`config.mk`:
```
export PLATFORM = sky130hd
export DESIGN_NAME = led_matrix_scanner
export DESIGN_NICKNAME = d
export VERILOG_FILES = /design/src/rtl/led_scan_pkg.sv /design/src/rtl/scan_timebase.sv /design/src/rtl/led_matrix_scanner.sv
export SDC_FILE = /design/constraint.sdc
export NUM_CORES = 1
export LEC_CHECK = 0
export CAP_MARGIN = 15
export CORE_UTILIZATION = 50
export CTS_CLUSTER_DIAMETER = 100
export CTS_CLUSTER_SIZE = 12
export DETAILED_ROUTE_END_ITERATION = 7
export HOLD_SLACK_MARGIN = 0.15
export PLACE_DENSITY = 0.69
export SLEW_MARGIN = 40
export SYNTH_ARGS = -nofsm -noshare
export SYNTH_HDL_FRONTEND = slang
export SYNTH_SLANG_ARGS = --single-unit
```
`constraint.sdc`:
```
create_clock -name CLK -period 14 [get_ports CLK]
set_input_delay 2.8 -clock CLK [delete_from_list [all_inputs] [get_ports CLK]]
set_output_delay 2.8 -clock CLK [all_outputs]
set_load 0.01 [all_outputs]
```
`src/rtl/led_scan_pkg.sv`:
```
// Shared types, sizes and the 7-segment decoder for the LED matrix scanner.
package led_scan_pkg;

    localparam int ROWS    = 8;
    localparam int COLS    = 8;
    localparam int COLOURS = 3;

    typedef enum logic [1:0] {
        COL_R = 2'd0,
        COL_G = 2'd1,
        COL_B = 2'd2
    } colour_e;

    typedef enum logic {
        SWAP_IDLE    = 1'b0,
        SWAP_PENDING = 1'b1
    } swap_state_e;

    localparam logic [6:0] SEG_BLANK = 7'b1111111;

    // Segment order is {a,b,c,d,e,f,g}, active-low; non-BCD codes show nothing.
    function automatic logic [6:0] seg7(input logic [3:0] bcd);
        logic [6:0] s;
        case (bcd)
            4'd0:    s = 7'b0000001;
            4'd1:    s = 7'b1001111;
            4'd2:    s = 7'b0010010;
            4'd3:    s = 7'b0000110;
            4'd4:    s = 7'b1001100;
            4'd5:    s = 7'b0100100;
            4'd6:    s = 7'b0100000;
            4'd7:    s = 7'b0001111;
            4'd8:    s = 7'b0000000;
            4'd9:    s = 7'b0000100;
            default: s = SEG_BLANK;
        endcase
        return s;
    endfunction

endpackage

```
`src/rtl/scan_timebase.sv`:
```
// Row-period prescaler and row counter. row and blank describe the cycle that
// follows the coming clock edge, so the top can register its outputs from them.
module scan_timebase
    import led_scan_pkg::*;
#(
    parameter int SCAN_DIV     = 6250,
    parameter int BLANK_CYCLES = 16
) (
    input  logic       clk,
    input  logic       rst,
    output logic       row_tick,
    output logic       blank,
    output logic [2:0] row
);

    localparam int PW = (SCAN_DIV > 1) ? $clog2(SCAN_DIV) : 1;

    logic [PW-1:0] presc_q, presc_d;
    logic [2:0]    row_q, row_d;

    always_comb begin
        row_tick = (presc_q == PW'(SCAN_DIV - 1));
        presc_d  = row_tick ? '0 : presc_q + PW'(1);
        row_d    = row_tick ? row_q + 3'd1 : row_q;
        blank    = (presc_d < PW'(BLANK_CYCLES));
        row      = row_d;
    end

    always_ff @(posedge clk or posedge rst) begin
        if (rst) begin
            presc_q <= '0;
            row_q   <= '0;
        end else begin
            presc_q <= presc_d;
            row_q   <= row_d;
        end
    end

endmodule

```
`src/rtl/led_matrix_scanner.sv`:
```
// Double-buffered 8x8 RGB matrix scanner with swap-at-frame-boundary control.
// Optional 2-digit 7-segment multiplexer is enabled by defining SEG_MUX_EN.
module led_matrix_scanner
    import led_scan_pkg::*;
#(
    parameter int SCAN_DIV     = 6250,
    parameter int BLANK_CYCLES = 16
) (
    input  logic        CLK,
    input  logic        reset,
    input  logic        wr_en,
    input  logic [2:0]  wr_row,
    input  logic [1:0]  wr_color,
    input  logic [7:0]  wr_data,
    input  logic        swap_req,
    output logic        swap_ack,
    output logic        frame_start,
    output logic [7:0]  led_r,
    output logic [7:0]  led_g,
    output logic [7:0]  led_b,
    output logic [2:0]  row_sel,
    output logic        led_en,
`ifdef SEG_MUX_EN
    input  logic [3:0]  digit0,
    input  logic [3:0]  digit1,
    output logic [6:0]  seg,
    output logic [1:0]  com,
`endif
    output swap_state_e dbg_swap_state
);

    logic       row_tick;
    logic       blank_nx;
    logic [2:0] row_nx;
    logic       wrap;
    logic       swap_fire;

    scan_timebase #(
        .SCAN_DIV     (SCAN_DIV),
        .BLANK_CYCLES (BLANK_CYCLES)
    ) u_timebase (
        .clk      (CLK),
        .rst      (reset),
        .row_tick (row_tick),
        .blank    (blank_nx),
        .row      (row_nx)
    );

    assign wrap = row_tick && (row_nx == 3'd0);

    // Swap FSM: a request waits for the next 7->0 wrap; repeats are absorbed.
    swap_state_e state_q, state_d;

    always_comb begin
        state_d   = state_q;
        swap_fire = 1'b0;
        case (state_q)
            SWAP_IDLE: begin
                if (swap_req) state_d = SWAP_PENDING;
            end
            SWAP_PENDING: begin
                if (wrap) begin
                    swap_fire = 1'b1;
                    state_d   = SWAP_IDLE;
                end
            end
            default: state_d = SWAP_IDLE;
        endcase
    end

    assign dbg_swap_state = state_q;

    logic front_q, front_d;

    assign front_d = front_q ^ swap_fire;

    // Frame store. Writes target the bank that is back before any swap this
    // cycle, so a write coinciding with a swap is shown by the new front.
    logic [7:0] bank_q [2][ROWS][COLOURS];
    logic [7:0] bank_d [2][ROWS][COLOURS];

    always_comb begin
        bank_d = bank_q;
        if (wr_en && (wr_color != 2'd3)) begin
            bank_d[~front_q][wr_row][wr_color] = wr_data;
        end
    end

    logic [7:0] led_r_q, led_r_d;
    logic [7:0] led_g_q, led_g_d;
    logic [7:0] led_b_q, led_b_d;
    logic [2:0] row_sel_q, row_sel_d;
    logic       led_en_q, led_en_d;
    logic       swap_ack_q, swap_ack_d;
    logic       frame_start_q, frame_start_d;

    always_comb begin
        row_sel_d     = row_nx;
        led_en_d      = 1'b1;
        swap_ack_d    = swap_fire;
        frame_start_d = wrap;
        if (blank_nx) begin
            led_r_d = 8'hFF;
            led_g_d = 8'hFF;
            led_b_d = 8'hFF;
        end else begin
            led_r_d = ~bank_d[front_d][row_nx][int'(COL_R)];
            led_g_d = ~bank_d[front_d][row_nx][int'(COL_G)];
            led_b_d = ~bank_d[front_d][row_nx][int'(COL_B)];
        end
    end

    always_ff @(posedge CLK or posedge reset) begin
        if (reset) begin
            state_q       <= SWAP_IDLE;
            front_q       <= 1'b0;
            led_r_q       <= 8'hFF;
            led_g_q       <= 8'hFF;
            led_b_q       <= 8'hFF;
            row_sel_q     <= 3'd0;
            led_en_q      <= 1'b0;
            swap_ack_q    <= 1'b0;
            frame_start_q <= 1'b0;
        end else begin
            state_q       <= state_d;
            front_q       <= front_d;
            led_r_q       <= led_r_d;
            led_g_q       <= led_g_d;
            led_b_q       <= led_b_d;
            row_sel_q     <= row_sel_d;
            led_en_q      <= led_en_d;
            swap_ack_q    <= swap_ack_d;
            frame_start_q <= frame_start_d;
        end
    end

    always_ff @(posedge CLK or posedge reset) begin
        if (reset) begin
            for (int b = 0; b < 2; b++) begin
                for (int r = 0; r < ROWS; r++) begin
                    for (int c = 0; c < COLOURS; c++) begin
                        bank_q[b][r][c] <= '0;
                    end
                end
            end
        end else begin
            bank_q <= bank_d;
        end
    end

    assign led_r       = led_r_q;
    assign led_g       = led_g_q;
    assign led_b       = led_b_q;
    assign row_sel     = row_sel_q;
    assign led_en      = led_en_q;
    assign swap_ack    = swap_ack_q;
    assign frame_start = frame_start_q;

`ifdef SEG_MUX_EN
    // Digit select flips on every row tick; com=10 is the ones digit.
    logic [1:0] com_q, com_d;
    logic [6:0] seg_q, seg_d;

    always_comb begin
        com_d = row_tick ? ~com_q : com_q;
        seg_d = seg7((com_d == 2'b10) ? digit0 : digit1);
    end

    always_ff @(posedge CLK or posedge reset) begin
        if (reset) begin
            com_q <= 2'b10;
            seg_q <= SEG_BLANK;
        end else begin
            com_q <= com_d;
            seg_q <= seg_d;
        end
    end

    assign com = com_q;
    assign seg = seg_q;
`endif

endmodule
```
== After elaboration in Yosys (flattened, before gate mapping) ==
Cells that the tools add are included.

* Bitwise operators: 11
* Muxes and demuxes: 24
* Equality and inequality tests: 2
* $add $sub $neg: 2
* Reductions and logical operators: 6
* $lt $le $gt $ge: 9

{| class="wikitable"
|+ Operators with widths
! cell !! count
|-
| 192-bit two-way mux || 4
|-
| 384-bit bitwise mux || 1
|-
| 384-bit two-way mux || 1
|-
| 192-bit demux with 1-bit select || 1
|-
| 24-bit binary-select mux with 3-bit select || 1
|-
| 24-bit demux with 3-bit select || 1
|-
| 24-bit two-way mux || 3
|-
| 8-bit two-way mux || 4
|-
| 8-bit NOT || 3
|-
| 8-bit demux with 2-bit select || 1
|-
| 13-bit by 1-bit adder with 13-bit output, second input constant || 1
|-
| 13-bit equality test, second input constant || 1
|-
| 13-bit by 5-bit less-than comparator with 1-bit output, second input constant || 1
|-
| 13-bit two-way mux || 1
|-
| 4-bit >= comparator, second input constant || 2
|-
| 3-bit NOT with 4-bit output || 2
|-
| 1-bit logical AND || 5
|-
| 2-bit >= comparator, second input constant || 2
|-
| 4-bit by 1-bit less-than comparator with 1-bit output, second input constant || 1
|-
| 1-bit two-way mux || 4
|-
| 1-bit NOT with 2-bit output || 2
|-
| 3-bit by 1-bit adder with 3-bit output, second input constant || 1
|-
| 3-bit >= comparator, second input constant || 1
|-
| 3-bit zero test || 1
|-
| other kinds (8) || 9
|}

* Input port bits: 17
* Output and inout bits: 31
* Word-level logic and storage cells: 112
* Register bits after elaboration: 429

== Depth between registers and ports, before layout ==
* Word-level depth: 19
* Mapped depth: 13
* Depth with buffers taken out: 10

== Hierarchy ==
From an unflattened synthesis, not the netlist that was laid out.

* Cells, all modules: 1587
* Area, all modules: 20209.4 um2

{| class="wikitable"
|+ Modules (own cells, without submodules)
! module !! area each (um2) !! times used !! sequential area each (um2) !! cells an instance
|-
| led_matrix_scanner || 19341.0 || 1 || 10440.0 || 1503
|-
| scan_timebase || 868.3 || 1 || 400.4 || 84
|}

== Least setup slack after synthesis ==
Ideal clock, no wire load.

* Path kind: input-to-reg
* Start point: in wr_color[0]
* End point: reg led_g_q[0], in the netlist led_g[0]
* Library setup time: 0.076 ns
* Required time: 13.924 ns
* Buffers on the path: 1
* Slack: 9.132 ns
* Arrival: 4.791 ns
* Stages: 8
* Cell sequence: clkbuf_1 -> nand4b_1 -> nor2_1 -> mux2_2 -> or3_1 -> o211ai_1 -> nand4_1 -> a22oi_2

{| class="wikitable"
|+ RTL lines
! element !! RTL line !! source
|-
| start, declared || led_matrix_scanner.sv:13 || <nowiki>input logic [1:0] wr_color,</nowiki>
|-
| end signal, assigned || led_matrix_scanner.sv:128 || <nowiki>led_g_q <= led_g_d;</nowiki>
|-
| end, declared || led_matrix_scanner.sv:90 || <nowiki>logic [7:0] led_g_q, led_g_d;</nowiki>
|}

==> impl_metrics.toml <==
[run_status]
status = "finished clean"

[detailed_routing]
post-route-drc-count = 0
wl_met3_mm = 3.10
wl_met2_mm = 24.3
routed.top_layer = "met4"
drt_iter0_markers = 1245
wl_met1_mm = 24.7
wire_per_inst_um = 25.4
drt_pre_antenna_iters = 5
drt_wl_total_mm = 53.2
viasPerCell = 6.38
vias = 13351
ant_nets = 0

[clocking]
post-cts-setup-buffers = 0
cts_buffers = 41
cts_buffer_depth = 3
cts_sinks = 429
insertion_delay_ns = 0.55
cts_resized = 0
ctsHoldBuffers = 0
clkTransAtPathRegs_ns = 0.06
cts_tree = "built"
clockRootBuffer = "clkbuf_16"
htree_levels = 2

[cells_and_area]
seqCellArea_mm2 = 0.0108
syn_to_final_growth_pct = 10.6
multi_input_area_mm2 = 0.00876
finalNonFillerCells = 2093
nNetsFinal = 1569
fillers = 3202
layout-drive-gt1-share_pct = 34.6
fin_area_mm2 = 0.0222

[floorplanning]
row_count = 72
die_h_um = 202
io_pins = 48
dieArea_mm2 = 0.0409
fp.coreArea_mm2 = 0.0391
initial_core_util_pct = 51.2
die_width_um = 202

[critical_path]
rr_startpoint = "u_timebase.row_q[0]"
required_ns = 14.47
start_kind = "input port"
crit_fanout = 12
setup.worst_path.class = "in -> reg"
rr_endpoint = "led_r[4]"
reg2reg_depth = 12
rrSetupSlack_ns = 9.70
arrival_ns = 6.16
worstSetupEndpointType = "flip-flop"

[logic_synthesis]
async_flop_share_pct = 100
synth_top_cells_by_area = "dfrtp_1, mux2_2, o211ai_1, a21o_1, dfstp_2"
synthTopCellsByCount = "dfrtp_1, mux2_2, o211ai_1, clkbuf_1, or3_1"
synthDistinctLibCells = 58
syn_area_mm2 = 0.0200
yosysMostFrequentCell = "dfrtp_1"
synth.net_count = 1591
synth_seq_cells = 429
yosysWarnings = 0
yosysTopAreaCell = "dfrtp_1"
netlist.area_leader.share_pct = 50.6
synth_edf_count = 0
seq_area_frac_synth_pct = 53.7
avgSynthCellArea_um2 = 12.8
syn_inst = 1571
ys.flop_type = "dfrtp_1"

[grt]
grt_pass1_wl_mm = 84.3
grtUsageTotal_pct = 26.7
grt_max_degree = 98
overflow = 0
grt_pass1_vias = 13716
antenna_found_initial = 1

[place]
dp_hpwl_mm = 30.9
dpl_cell_area_mm2 = 0.0210
finalWeightedCongestion = 0.814
placedCellCount = 2024
portBuffers = 47
post-place-ws_ns = 7.83

[sta]
final.setup.tns_ns = 0
fin_crit_sh_pct = 40.7
period_needed_ns = 5.69
worst_pin_slew_ns = 0.828
fmax_ghz = 0.176
skew_ns = 0.0245
finalHoldViolCount = 0
rsz0062_at_grt = "false"
setup_viol = 0
finalWorstSetupSlack_ns = 8.31
slew_headroom_pct = 44.6
slew_violations = 0

[hold_path]
min_path_type = "reg -> reg"
hold-path-cell-count = 1
hp-start = "bank_q[239]"
hold-path-endpoint = "bank_q[239]"

[power_and_ir_drop]
power.switching_mw = 0.599
leakagePower_nw = 10.1
ir_worst_vdd_mv = 0.0739
pwr-share-clk_pct = 39.5
p_comb_share_pct = 7.7
switching_share_pct = 23.0
seqPwrFrac_pct = 52.7
intPower_mw = 2.00
power_density_mw_per_mm2 = 117

[job]
drv_cap = 0
-- registers in the layout, summed over array words and instances (netlist names), 3 cells and up --
signal and cells:
led_g 8, u_timebase.row_q 3, led_r 8, bank_q 384
u_timebase.presc_q 13, led_b 8
-- placed cells by master (no fill, tap or decap), drive strengths merged, types with 3 or more instances in the layout --
cell           Yosys  routed
a21o              96      96
a22oi             24      24
buf               24      32
clkbuf           113      67
clkdlybuf4s50      0      39
dfrtp            405     405
dfstp             24      24
ha                 3       3
inv               10      10
mux2             385     385
nand2             32      32
nand3              6       6
nand3b             5       5
nand4             51      51
nand4b             3       3
nor2              41      41
nor2b              3       3
nor3               6       6
nor3b              5       5
nor4               3       3
nor4b              4       4
o211ai           192     192
o21ai              3       3
o31ai              3       3
or3               99      99
xnor2              8       8
xor2               3       3
-- layer usage --
| layer | vias up | track usage [%] |
|---|---|---|
| li1 | 5828 | - |
| met1 | 7094 | 39.3 |
| met2 | 363 | 40.6 |
| met3 | 66 | 5.01 |
| met4 | 0 | 6.74 |
| met5 | - | 0 |
-- through the flow --
stage                     power [mW]  hold slack (ns)  util [%]
after CTS                       2.61            0.495      56.6
after global placement          1.58            0.475      53.1
after global routing            2.69            0.500      56.7
after detailed placement        1.60            0.481      53.6
final                           2.60            0.491      56.7
after floorplan                 1.54            0.467         -
-- how the worst max path moves through the flow --
stage                      startpoint   endpoint  slack [ns]
after floorplan                 reset  bank_q[0]        5.43
after global placement    wr_color[0]   led_r[4]        7.81
after detailed placement    wr_row[2]   led_g[7]        7.83
after CTS                   wr_row[2]   led_g[7]        8.42
after global routing        wr_row[2]   led_g[7]        8.19
final                     wr_color[0]   led_r[4]        8.31
-- cell families after synthesis --
kind of cell	count (synthesis)	share of synthesized area (%)
compound gates	326	12.7
other cells	1	0.0187
buf+inv	147	3.12
simple gates	269	8.08
xor+xnor	11	0.481
flops	429	53.7
mux	385	21.6
fa+ha+maj	3	0.187
-- worst max-delay path: stages --
cell,delay (ns)
clkdlybuf4s50_1,0.62
nand4bb_1,0.56
nor2_2,0.64
mux2_2,0.41
or3_1,0.37
o211ai_1,0.10
nand4_1,0.34
a22oi_2,0.29
-- power by group through the flow --
stage          registers [mW]  logic, mW  clock network [mW]
3_5_place_dp             1.40      0.200                   0
6_report                 1.37      0.201                1.03
4_1_cts                  1.37      0.201                1.04
3_3_place_gp             1.39      0.189                   0
2_1_floorplan            1.39      0.156                   0
5_1_grt                  1.38      0.222                1.09
-- area by class of cell --
class                   count  area share [%]
diodes                      1          0.0113
clock buffers              66            5.24
clock inverters             2          0.0621
inverters                  10           0.198
multi-input cells         995            39.5
flip-flops and latches    429            48.6
well taps                 518            2.92
repair buffers             72            3.47
No activity file was read; power rests on OpenSTA's default activity.
